## src/rtl/spikey_spi_target_if.sv

```systemverilog
// Bundle of SPI pad signals and the TX/RX word interface of the spikey SPI target.
interface spikey_spi_target_if #(
    parameter int unsigned WIDTH = 8
);
    logic             SCK;
    logic             CS_N;
    logic             MOSI;
    logic             MISO;
    logic             MISO_OE;
    logic [WIDTH-1:0] TX_DATA;
    logic             TX_VALID;
    logic             TX_READY;
    logic [WIDTH-1:0] RX_DATA;
    logic             RX_VALID;
    logic             TX_UNDERRUN;
    logic             BUSY;

    modport slave (
        input  SCK, CS_N, MOSI, TX_DATA, TX_VALID,
        output MISO, MISO_OE, TX_READY, RX_DATA, RX_VALID, TX_UNDERRUN, BUSY
    );

    modport master (
        output SCK, CS_N, MOSI, TX_DATA, TX_VALID,
        input  MISO, MISO_OE, TX_READY, RX_DATA, RX_VALID, TX_UNDERRUN, BUSY
    );
endinterface

```

## src/rtl/spikey_spi_target.sv

```systemverilog
// SPI mode-0 target: pads oversampled in FCLK, pulse RX word output, one-entry TX holding buffer.
module spikey_spi_target #(
    parameter int unsigned WIDTH       = 8,
    parameter int unsigned SYNC_STAGES = 2
) (
    input logic                 FCLK,
    input logic                 RST_N,
    spikey_spi_target_if.slave  bus
);
    localparam int unsigned CNT_W = $clog2(WIDTH);

    typedef enum logic {
        IDLE   = 1'b0,
        ACTIVE = 1'b1
    } state_e;

    logic [SYNC_STAGES-1:0] sck_sync_q, sck_sync_d;
    logic [SYNC_STAGES-1:0] cs_sync_q, cs_sync_d;
    logic [SYNC_STAGES-1:0] mosi_sync_q, mosi_sync_d;
    logic                   sck_dly_q, sck_dly_d;

    state_e                 state_q, state_d;
    logic [CNT_W-1:0]       bit_cnt_q, bit_cnt_d;
    logic [WIDTH-1:0]       rx_shift_q, rx_shift_d;
    logic [WIDTH-1:0]       rx_data_q, rx_data_d;
    logic                   rx_valid_q, rx_valid_d;
    logic [WIDTH-1:0]       tx_shift_q, tx_shift_d;
    logic                   miso_q, miso_d;
    logic                   pending_q, pending_d;
    logic                   underrun_q, underrun_d;
    logic [WIDTH-1:0]       buf_q, buf_d;
    logic                   tx_ready_q, tx_ready_d;
    logic                   busy_q, busy_d;

    logic                   sck_s, cs_s, mosi_s;
    logic                   sck_rise, sck_fall;
    logic                   load;

    assign sck_s    = sck_sync_q[SYNC_STAGES-1];
    assign cs_s     = cs_sync_q[SYNC_STAGES-1];
    assign mosi_s   = mosi_sync_q[SYNC_STAGES-1];
    assign sck_rise = sck_s & ~sck_dly_q;
    assign sck_fall = ~sck_s & sck_dly_q;

    // Pad synchronizers plus one SCK delay flop for edge detection
    always_comb begin
        sck_sync_d  = {sck_sync_q[SYNC_STAGES-2:0], bus.SCK};
        cs_sync_d   = {cs_sync_q[SYNC_STAGES-2:0], bus.CS_N};
        mosi_sync_d = {mosi_sync_q[SYNC_STAGES-2:0], bus.MOSI};
        sck_dly_d   = sck_s;
    end

    // Frame control, shifting, word loads and holding buffer
    always_comb begin
        state_d    = state_q;
        bit_cnt_d  = bit_cnt_q;
        rx_shift_d = rx_shift_q;
        rx_data_d  = rx_data_q;
        rx_valid_d = 1'b0;
        tx_shift_d = tx_shift_q;
        miso_d     = miso_q;
        pending_d  = pending_q;
        underrun_d = 1'b0;
        buf_d      = buf_q;
        tx_ready_d = tx_ready_q;
        load       = 1'b0;

        case (state_q)
            IDLE: begin
                if (!cs_s) begin
                    state_d   = ACTIVE;
                    bit_cnt_d = '0;
                    pending_d = 1'b0;
                    load      = 1'b1;
                end
            end
            ACTIVE: begin
                if (cs_s) begin
                    // Deselect wins over any coincident SCK edge; partial word is dropped
                    state_d    = IDLE;
                    bit_cnt_d  = '0;
                    pending_d  = 1'b0;
                    rx_shift_d = '0;
                end else if (sck_rise) begin
                    rx_shift_d = {rx_shift_q[WIDTH-2:0], mosi_s};
                    if (bit_cnt_q == CNT_W'(WIDTH - 1)) begin
                        bit_cnt_d  = '0;
                        rx_data_d  = {rx_shift_q[WIDTH-2:0], mosi_s};
                        rx_valid_d = 1'b1;
                        pending_d  = 1'b1;
                    end else begin
                        bit_cnt_d = bit_cnt_q + CNT_W'(1);
                    end
                end else if (sck_fall) begin
                    if (pending_q) begin
                        load      = 1'b1;
                        pending_d = 1'b0;
                    end else begin
                        tx_shift_d = tx_shift_q << 1;
                        miso_d     = tx_shift_q[WIDTH-2];
                    end
                end
            end
            default: state_d = IDLE;
        endcase

        if (load) begin
            if (!tx_ready_q) begin
                tx_shift_d = buf_q;
                miso_d     = buf_q[WIDTH-1];
                tx_ready_d = 1'b1;
            end else begin
                tx_shift_d = '0;
                miso_d     = 1'b0;
                underrun_d = 1'b1;
            end
        end

        // A write is only accepted into an empty buffer, so it never collides with a consuming load
        if (bus.TX_VALID && tx_ready_q) begin
            buf_d      = bus.TX_DATA;
            tx_ready_d = 1'b0;
        end

        busy_d = (state_d == ACTIVE);
    end

    always_ff @(posedge FCLK or negedge RST_N) begin
        if (!RST_N) begin
            sck_sync_q  <= '0;
            cs_sync_q   <= '1;
            mosi_sync_q <= '0;
            sck_dly_q   <= 1'b0;
            state_q     <= IDLE;
            bit_cnt_q   <= '0;
            rx_shift_q  <= '0;
            rx_data_q   <= '0;
            rx_valid_q  <= 1'b0;
            tx_shift_q  <= '0;
            miso_q      <= 1'b0;
            pending_q   <= 1'b0;
            underrun_q  <= 1'b0;
            buf_q       <= '0;
            tx_ready_q  <= 1'b1;
            busy_q      <= 1'b0;
        end else begin
            sck_sync_q  <= sck_sync_d;
            cs_sync_q   <= cs_sync_d;
            mosi_sync_q <= mosi_sync_d;
            sck_dly_q   <= sck_dly_d;
            state_q     <= state_d;
            bit_cnt_q   <= bit_cnt_d;
            rx_shift_q  <= rx_shift_d;
            rx_data_q   <= rx_data_d;
            rx_valid_q  <= rx_valid_d;
            tx_shift_q  <= tx_shift_d;
            miso_q      <= miso_d;
            pending_q   <= pending_d;
            underrun_q  <= underrun_d;
            buf_q       <= buf_d;
            tx_ready_q  <= tx_ready_d;
            busy_q      <= busy_d;
        end
    end

    assign bus.MISO        = miso_q;
    assign bus.MISO_OE     = busy_q;
    assign bus.BUSY        = busy_q;
    assign bus.TX_READY    = tx_ready_q;
    assign bus.RX_DATA     = rx_data_q;
    assign bus.RX_VALID    = rx_valid_q;
    assign bus.TX_UNDERRUN = underrun_q;

endmodule

```

## src/flat_wrapper.sv

```systemverilog
// flat-port wrapper written by rule: the top's interface ports become plain ports
module spikey_spi_target_flat 
#(
    parameter int unsigned WIDTH       = 8,
    parameter int unsigned SYNC_STAGES = 2
)
  (FCLK, RST_N, bus_SCK, bus_CS_N, bus_MOSI, bus_TX_DATA, bus_TX_VALID, bus_MISO, bus_MISO_OE, bus_TX_READY, bus_RX_DATA, bus_RX_VALID, bus_TX_UNDERRUN, bus_BUSY);
  spikey_spi_target_if #(.WIDTH(WIDTH)) bus_i ();
  input logic FCLK;
  input logic RST_N;
  input wire logic [$bits(bus_i.SCK)-1:0] bus_SCK;
  input wire logic [$bits(bus_i.CS_N)-1:0] bus_CS_N;
  input wire logic [$bits(bus_i.MOSI)-1:0] bus_MOSI;
  input wire logic [$bits(bus_i.TX_DATA)-1:0] bus_TX_DATA;
  input wire logic [$bits(bus_i.TX_VALID)-1:0] bus_TX_VALID;
  output wire logic [$bits(bus_i.MISO)-1:0] bus_MISO;
  output wire logic [$bits(bus_i.MISO_OE)-1:0] bus_MISO_OE;
  output wire logic [$bits(bus_i.TX_READY)-1:0] bus_TX_READY;
  output wire logic [$bits(bus_i.RX_DATA)-1:0] bus_RX_DATA;
  output wire logic [$bits(bus_i.RX_VALID)-1:0] bus_RX_VALID;
  output wire logic [$bits(bus_i.TX_UNDERRUN)-1:0] bus_TX_UNDERRUN;
  output wire logic [$bits(bus_i.BUSY)-1:0] bus_BUSY;
  assign bus_i.SCK = bus_SCK;
  assign bus_i.CS_N = bus_CS_N;
  assign bus_i.MOSI = bus_MOSI;
  assign bus_i.TX_DATA = bus_TX_DATA;
  assign bus_i.TX_VALID = bus_TX_VALID;
  assign bus_MISO = bus_i.MISO;
  assign bus_MISO_OE = bus_i.MISO_OE;
  assign bus_TX_READY = bus_i.TX_READY;
  assign bus_RX_DATA = bus_i.RX_DATA;
  assign bus_RX_VALID = bus_i.RX_VALID;
  assign bus_TX_UNDERRUN = bus_i.TX_UNDERRUN;
  assign bus_BUSY = bus_i.BUSY;
  spikey_spi_target #(.WIDTH(WIDTH), .SYNC_STAGES(SYNC_STAGES)) u_core (.FCLK(FCLK), .RST_N(RST_N), .bus(bus_i));
endmodule
```

## config.mk

```make
export PLATFORM = sky130hd
export DESIGN_NAME = spikey_spi_target_flat
export DESIGN_NICKNAME = d
export VERILOG_FILES = /design/src/rtl/spikey_spi_target_if.sv /design/src/rtl/spikey_spi_target.sv /design/src/flat_wrapper.sv
export SDC_FILE = /design/constraint.sdc
export NUM_CORES = 1
export LEC_CHECK = 0
export CAP_MARGIN = 10
export CORE_ASPECT_RATIO = 0.7
export CORE_UTILIZATION = 45
export DETAILED_ROUTE_END_ITERATION = 8
export HOLD_SLACK_MARGIN = 0.06
export PLACE_DENSITY = 0.68
export SETUP_SLACK_MARGIN = 0.02
export SLEW_MARGIN = 30
export SYNTH_ARGS = -nofsm -noshare
export SYNTH_HDL_FRONTEND = slang
export SYNTH_SLANG_ARGS = --single-unit
```

## constraint.sdc

```tcl
create_clock -name FCLK -period 1.7 [get_ports FCLK]
set_clock_uncertainty 0.05 [all_clocks]
set_input_delay 0.34 -clock FCLK [delete_from_list [all_inputs] [get_ports FCLK]]
set_output_delay 0.34 -clock FCLK [all_outputs]
set_load 0.005 [all_outputs]
```

# Word level (Yosys, flattened, before mapping)
# Cells that the tools add are included.
# totals
word_cells,81
ff_bits,46
output_inout_bits,14
inputBits,14
# op_classes
n_reduce_logical,10
bitwise_logic,6
mux,41
add_sub_neg,1
n_eq_ne,8
# ops
cell,n
two-way mux 7 bit,9
two-way mux 1 bit,25
two-way mux 3 bit,4
!= test 2 bit (second input constant),4
!= test 4 x 3 -> 1 bit (second input constant),2
nonzero test 2 bit,4
case mux 3 bit (2 select lines),1
AND reduction 5 bit,1
inverter 1 bit,4
case mux 1 bit (2 select lines),2
AND reduction 2 bit,2
AND reduction 4 bit,1
adder 3 x 1 -> 3 bit (second input constant),1
== test 3 bit (second input constant),1
!= test 3 x 2 -> 1 bit (second input constant),1
AND reduction 3 bit,1
bitwise AND 1 bit,2
logical AND 1 bit,1

# Longest topological paths before layout
# logic_depth
ltp_word,8
ltp_mapped,8
depth_no_buf,6

# Worst setup path after synthesis
# Ideal clock, no wire load.
# synth_timing
kind,reg2reg
from,reg u_core.sck_dly_q
to,reg u_core.rx_data_q[0] (netlist: u_core.bus.RX_DATA[0])
setup_ps,125
t_required_ps,1525
period_less_slack_ps,1467
path_stages_with_launch,7
setup_slack_ps,233
arrival_time_ps,1292
n_path_buf,1
cell_sequence,dfrtp_1 -> inv_1 -> ha_1 -> and2_1 -> buf_6 -> nand3_4 -> mux2_4
# synth_between
elab_chain_cells,3
# synth_rtl
element,line,source
from (decl),spikey_spi_target.sv:20,"logic sck_dly_q, sck_dly_d;"
from (signal assigned),spikey_spi_target.sv:150,sck_dly_q <= sck_dly_d;
inverter 1 bit,spikey_spi_target.sv:42,assign sck_rise = sck_s & ~sck_dly_q;
bitwise AND 1 bit,spikey_spi_target.sv:42,
AND reduction 4 bit (no source line),n/a,
to (signal assigned),spikey_spi_target.sv:154,rx_data_q <= rx_data_d;
to (decl),spikey_spi_target.sv:25,"logic [WIDTH-1:0] rx_data_q, rx_data_d;"
# Every way passes these cells.
# A chain may end at the register's enable or synchronous reset.

==> flow_summary.toml <==
[status]
status = "finished clean"

[yosys]
ys.flop_type = "dfrtp_1"
yosysWarnings = 0
synth_nets = 180
ys_ff_latch = 46
ys_types = 31
synth-async-reset-ratio = 1.00
synth_area_um2 = 1980
syn_area_per_cell_um2 = 12.2
synth_edf_count = 0
postSynthCellCount = 162
ys_seq_area_frac = 0.583

[routing]
wl_mm = 3.44
via_count = 1281
first_iter_violations = 66
viasPerCell = 5.08
post_drt_wl_per_cell_um = 13.6
detail-route-antenna-nets = 0
drt-pass1-iter-count = 4
drc = 0

[sta]
slew_viol_final = 0
max_freq_mhz = 638
tightest_slew_ns = 0.438
min_period_over_period = 0.922
tns_ns = 0
rsz0062_at_grt = "false"
slew_headroom = 0.708
finalHoldViolations = 0
setup_viol = 0
period_minus_slack_ns = 1.57
hold_ws_ns = 0.306

[finish]
fin_util = 0.603
drive_above_1_share = 0.230
multi_input_area_um2 = 709
syn_to_final_growth_pct = 23.9
seq_area_um2 = 1160
antenna-diode-count = 0
num-fill-cells = 322
fin_nets = 217

[clocking]
cts_buffers = 5
clk_latency_ns = 0.30
cts.sinks = 46
cts_tree = "yes"
clk_pin_slew_ns = 0.08
cts_buffer_depth = 2
h-tree-depth = 2
cts-root-buf = "clkbuf_8"

[critical_path]
cp-end-kind = "output pin"
arrival_ns = 1.18
r2r_cells = 6
start_kind = "register"
crit_type = "reg2out"
critPathBufInv = 1
worstReg2RegEnd = "u_core.tx_shift_q[4]"
critPathSlowestCell = "clkdlybuf4s50_1"
r2r_setup_slack_ns = 0.14
required_ns = 1.31
cp_top_family = "buffers and inverters"
crit_chain = "clkdlybuf4s50_1"
cp_slowest_stage_delay_ns = 0.51
rr_startpoint = "u_core.sck_sync_q[1]"
crit_fanout = 3

[floorplan]
io_pins = 28
rows = 19
die_h_um = 57.5
dieArea_um2 = 4670
fp.dieW_um = 81.3
initial_core_util = 0.487
core_um2 = 4070

[grt]
grt_pass1_vias = 1228
grt_max_degree = 30
grt_pass1_wl_mm = 5.78
antenna_found_initial = 0
grt_remaining_overflow = 0
track_usage = 0.172

[hold_path]
worstHoldStart = "u_core.mosi_sync_q[0]"
hold_depth = 0
hold_path.class = "reg2reg"
min_to = "u_core.mosi_sync_q[1]"

[placement]
port_buffers = 27
hpwl_mm = 2.56
gp_congestion = 0.730

[pwr]
p_leak_nw = 1.11
power_density_nw_per_um2 = 919
irDropWorstVdd_uv = 571

[run]
max-cap-violations = 0
==> cell usage after synthesis (3+ instances only) <==
cell       instances  area share
a31oi_1            7       0.022
dfstp_2            3       0.040
nand3b_1           7       0.027
o22ai_1            6       0.019
dfrtp_1           43        0.54
o21ai_0            4       0.010
mux2_2             8       0.046
mux2i_1            3       0.015
o21ai_2            6       0.027
ha_1               4       0.025
inv_1             12       0.023
a2bb2oi_1          6       0.027
nand2_1           19       0.036
nor2_1             9       0.017
buf_6              3       0.017
buf_2              3      0.0076
==> power by group <==
group / internal, mW / total (mW) / switching (mW)
clock: 0.328 / 0.673 / 0.345
sequential: 1.21 / 1.27 / 0.0679
combinational: 0.170 / 0.308 / 0.138
==> layout make-up <==
type,count,area share
Sequential cell,46,0.471
Multi-Input combinational cell,94,0.289
Timing Repair Buffer,39,0.156
Clock buffer,7,0.0352
Tap cell,52,0.0265
Inverter,13,0.0199
Clock inverter,1,0.00204
==> cells by family after synthesis <==
kind of cell	Yosys count	share of synthesized area
multiplexers	13	0.0759
adder cells (fa/ha/maj)	4	0.0253
flip-flops	46	0.583
XOR/XNOR	1	0.00443
AO/OA/AOI/OAI	36	0.144
buffers and inverters	22	0.0588
AND/OR/NAND/NOR	40	0.108
==> metrics by stage <==
step	cells	setup WS [ns]	total power, mW	cell area, um^2
final	252	0.132	2.25	2450
after CTS	250	0.0936	2.27	2420
after detailed placement	240	0.0826	1.59	2310
after global placement	240	0.155	1.57	2310
after floorplan	162	0.233	1.46	1980
after global routing	252	0.0224	2.39	2450
==> worst max path at each step <==
stage,start,to,slack [ns],depth (start not counted)
5_1_grt,u_core.sck_dly_q,u_core.tx_shift_q[5],0.02,6
4_1_cts,u_core.sck_sync_q[1],u_core.tx_shift_q[5],0.09,5
3_5_place_dp,bus_TX_VALID,u_core.buf_q[1],0.08,3
3_3_place_gp,bus_TX_VALID,u_core.buf_q[6],0.16,3
2_1_floorplan,u_core.sck_dly_q,u_core.bus.RX_DATA[0],0.23,6
6_report,u_core.state_q,bus_MISO_OE,0.13,1
==> cell usage in the layout (no fill, tap or decap), types with 2 or more instances in the layout <==
master           count
dfrtp_1             42
clkdlybuf4s50_1     25
nand2_1             19
inv_1               12
nor2_1               9
buf_4                9
mux2_2               8
nand3b_1             7
a31oi_1              7
a2bb2oi_1            6
o22ai_1              6
o21ai_2              6
clkbuf_8             6
o21ai_0              4
ha_1                 4
mux2i_1              3
dfstp_2              3
a21oi_4              2
and2_1               2
mux2_4               2
buf_12               2
==> sequential cells by signal (all words and copies together), names as in the netlist, 2 cells and up <==
name and cells:
u_core.rx_shift_q 7, u_core.bit_cnt_q 3, u_core.tx_shift_q 7, u_core.bus.RX_DATA 8, u_core.mosi_sync_q 2, u_core.cs_sync_q 2, u_core.sck_sync_q 2, u_core.buf_q 8
==> routing by layer <==
layer  wire length (um)  track usage
met1               1630        0.241
met5                  0            0
met4                 52       0.0612
met3                169       0.0640
met2               1590        0.244
==> timing repair <==
| action | CTS | global route |
|---|---|---|
| pin swaps | 0 | 2 |
| setup endpoints to repair | 3 | 4 |
| resized for setup | 2 | 1 |
| hold endpoints to repair | 15 | 0 |
| buffers inserted | 1 | 2 |
| hold buffers | 1 | 0 |
(Power assumes the default switching activity.)
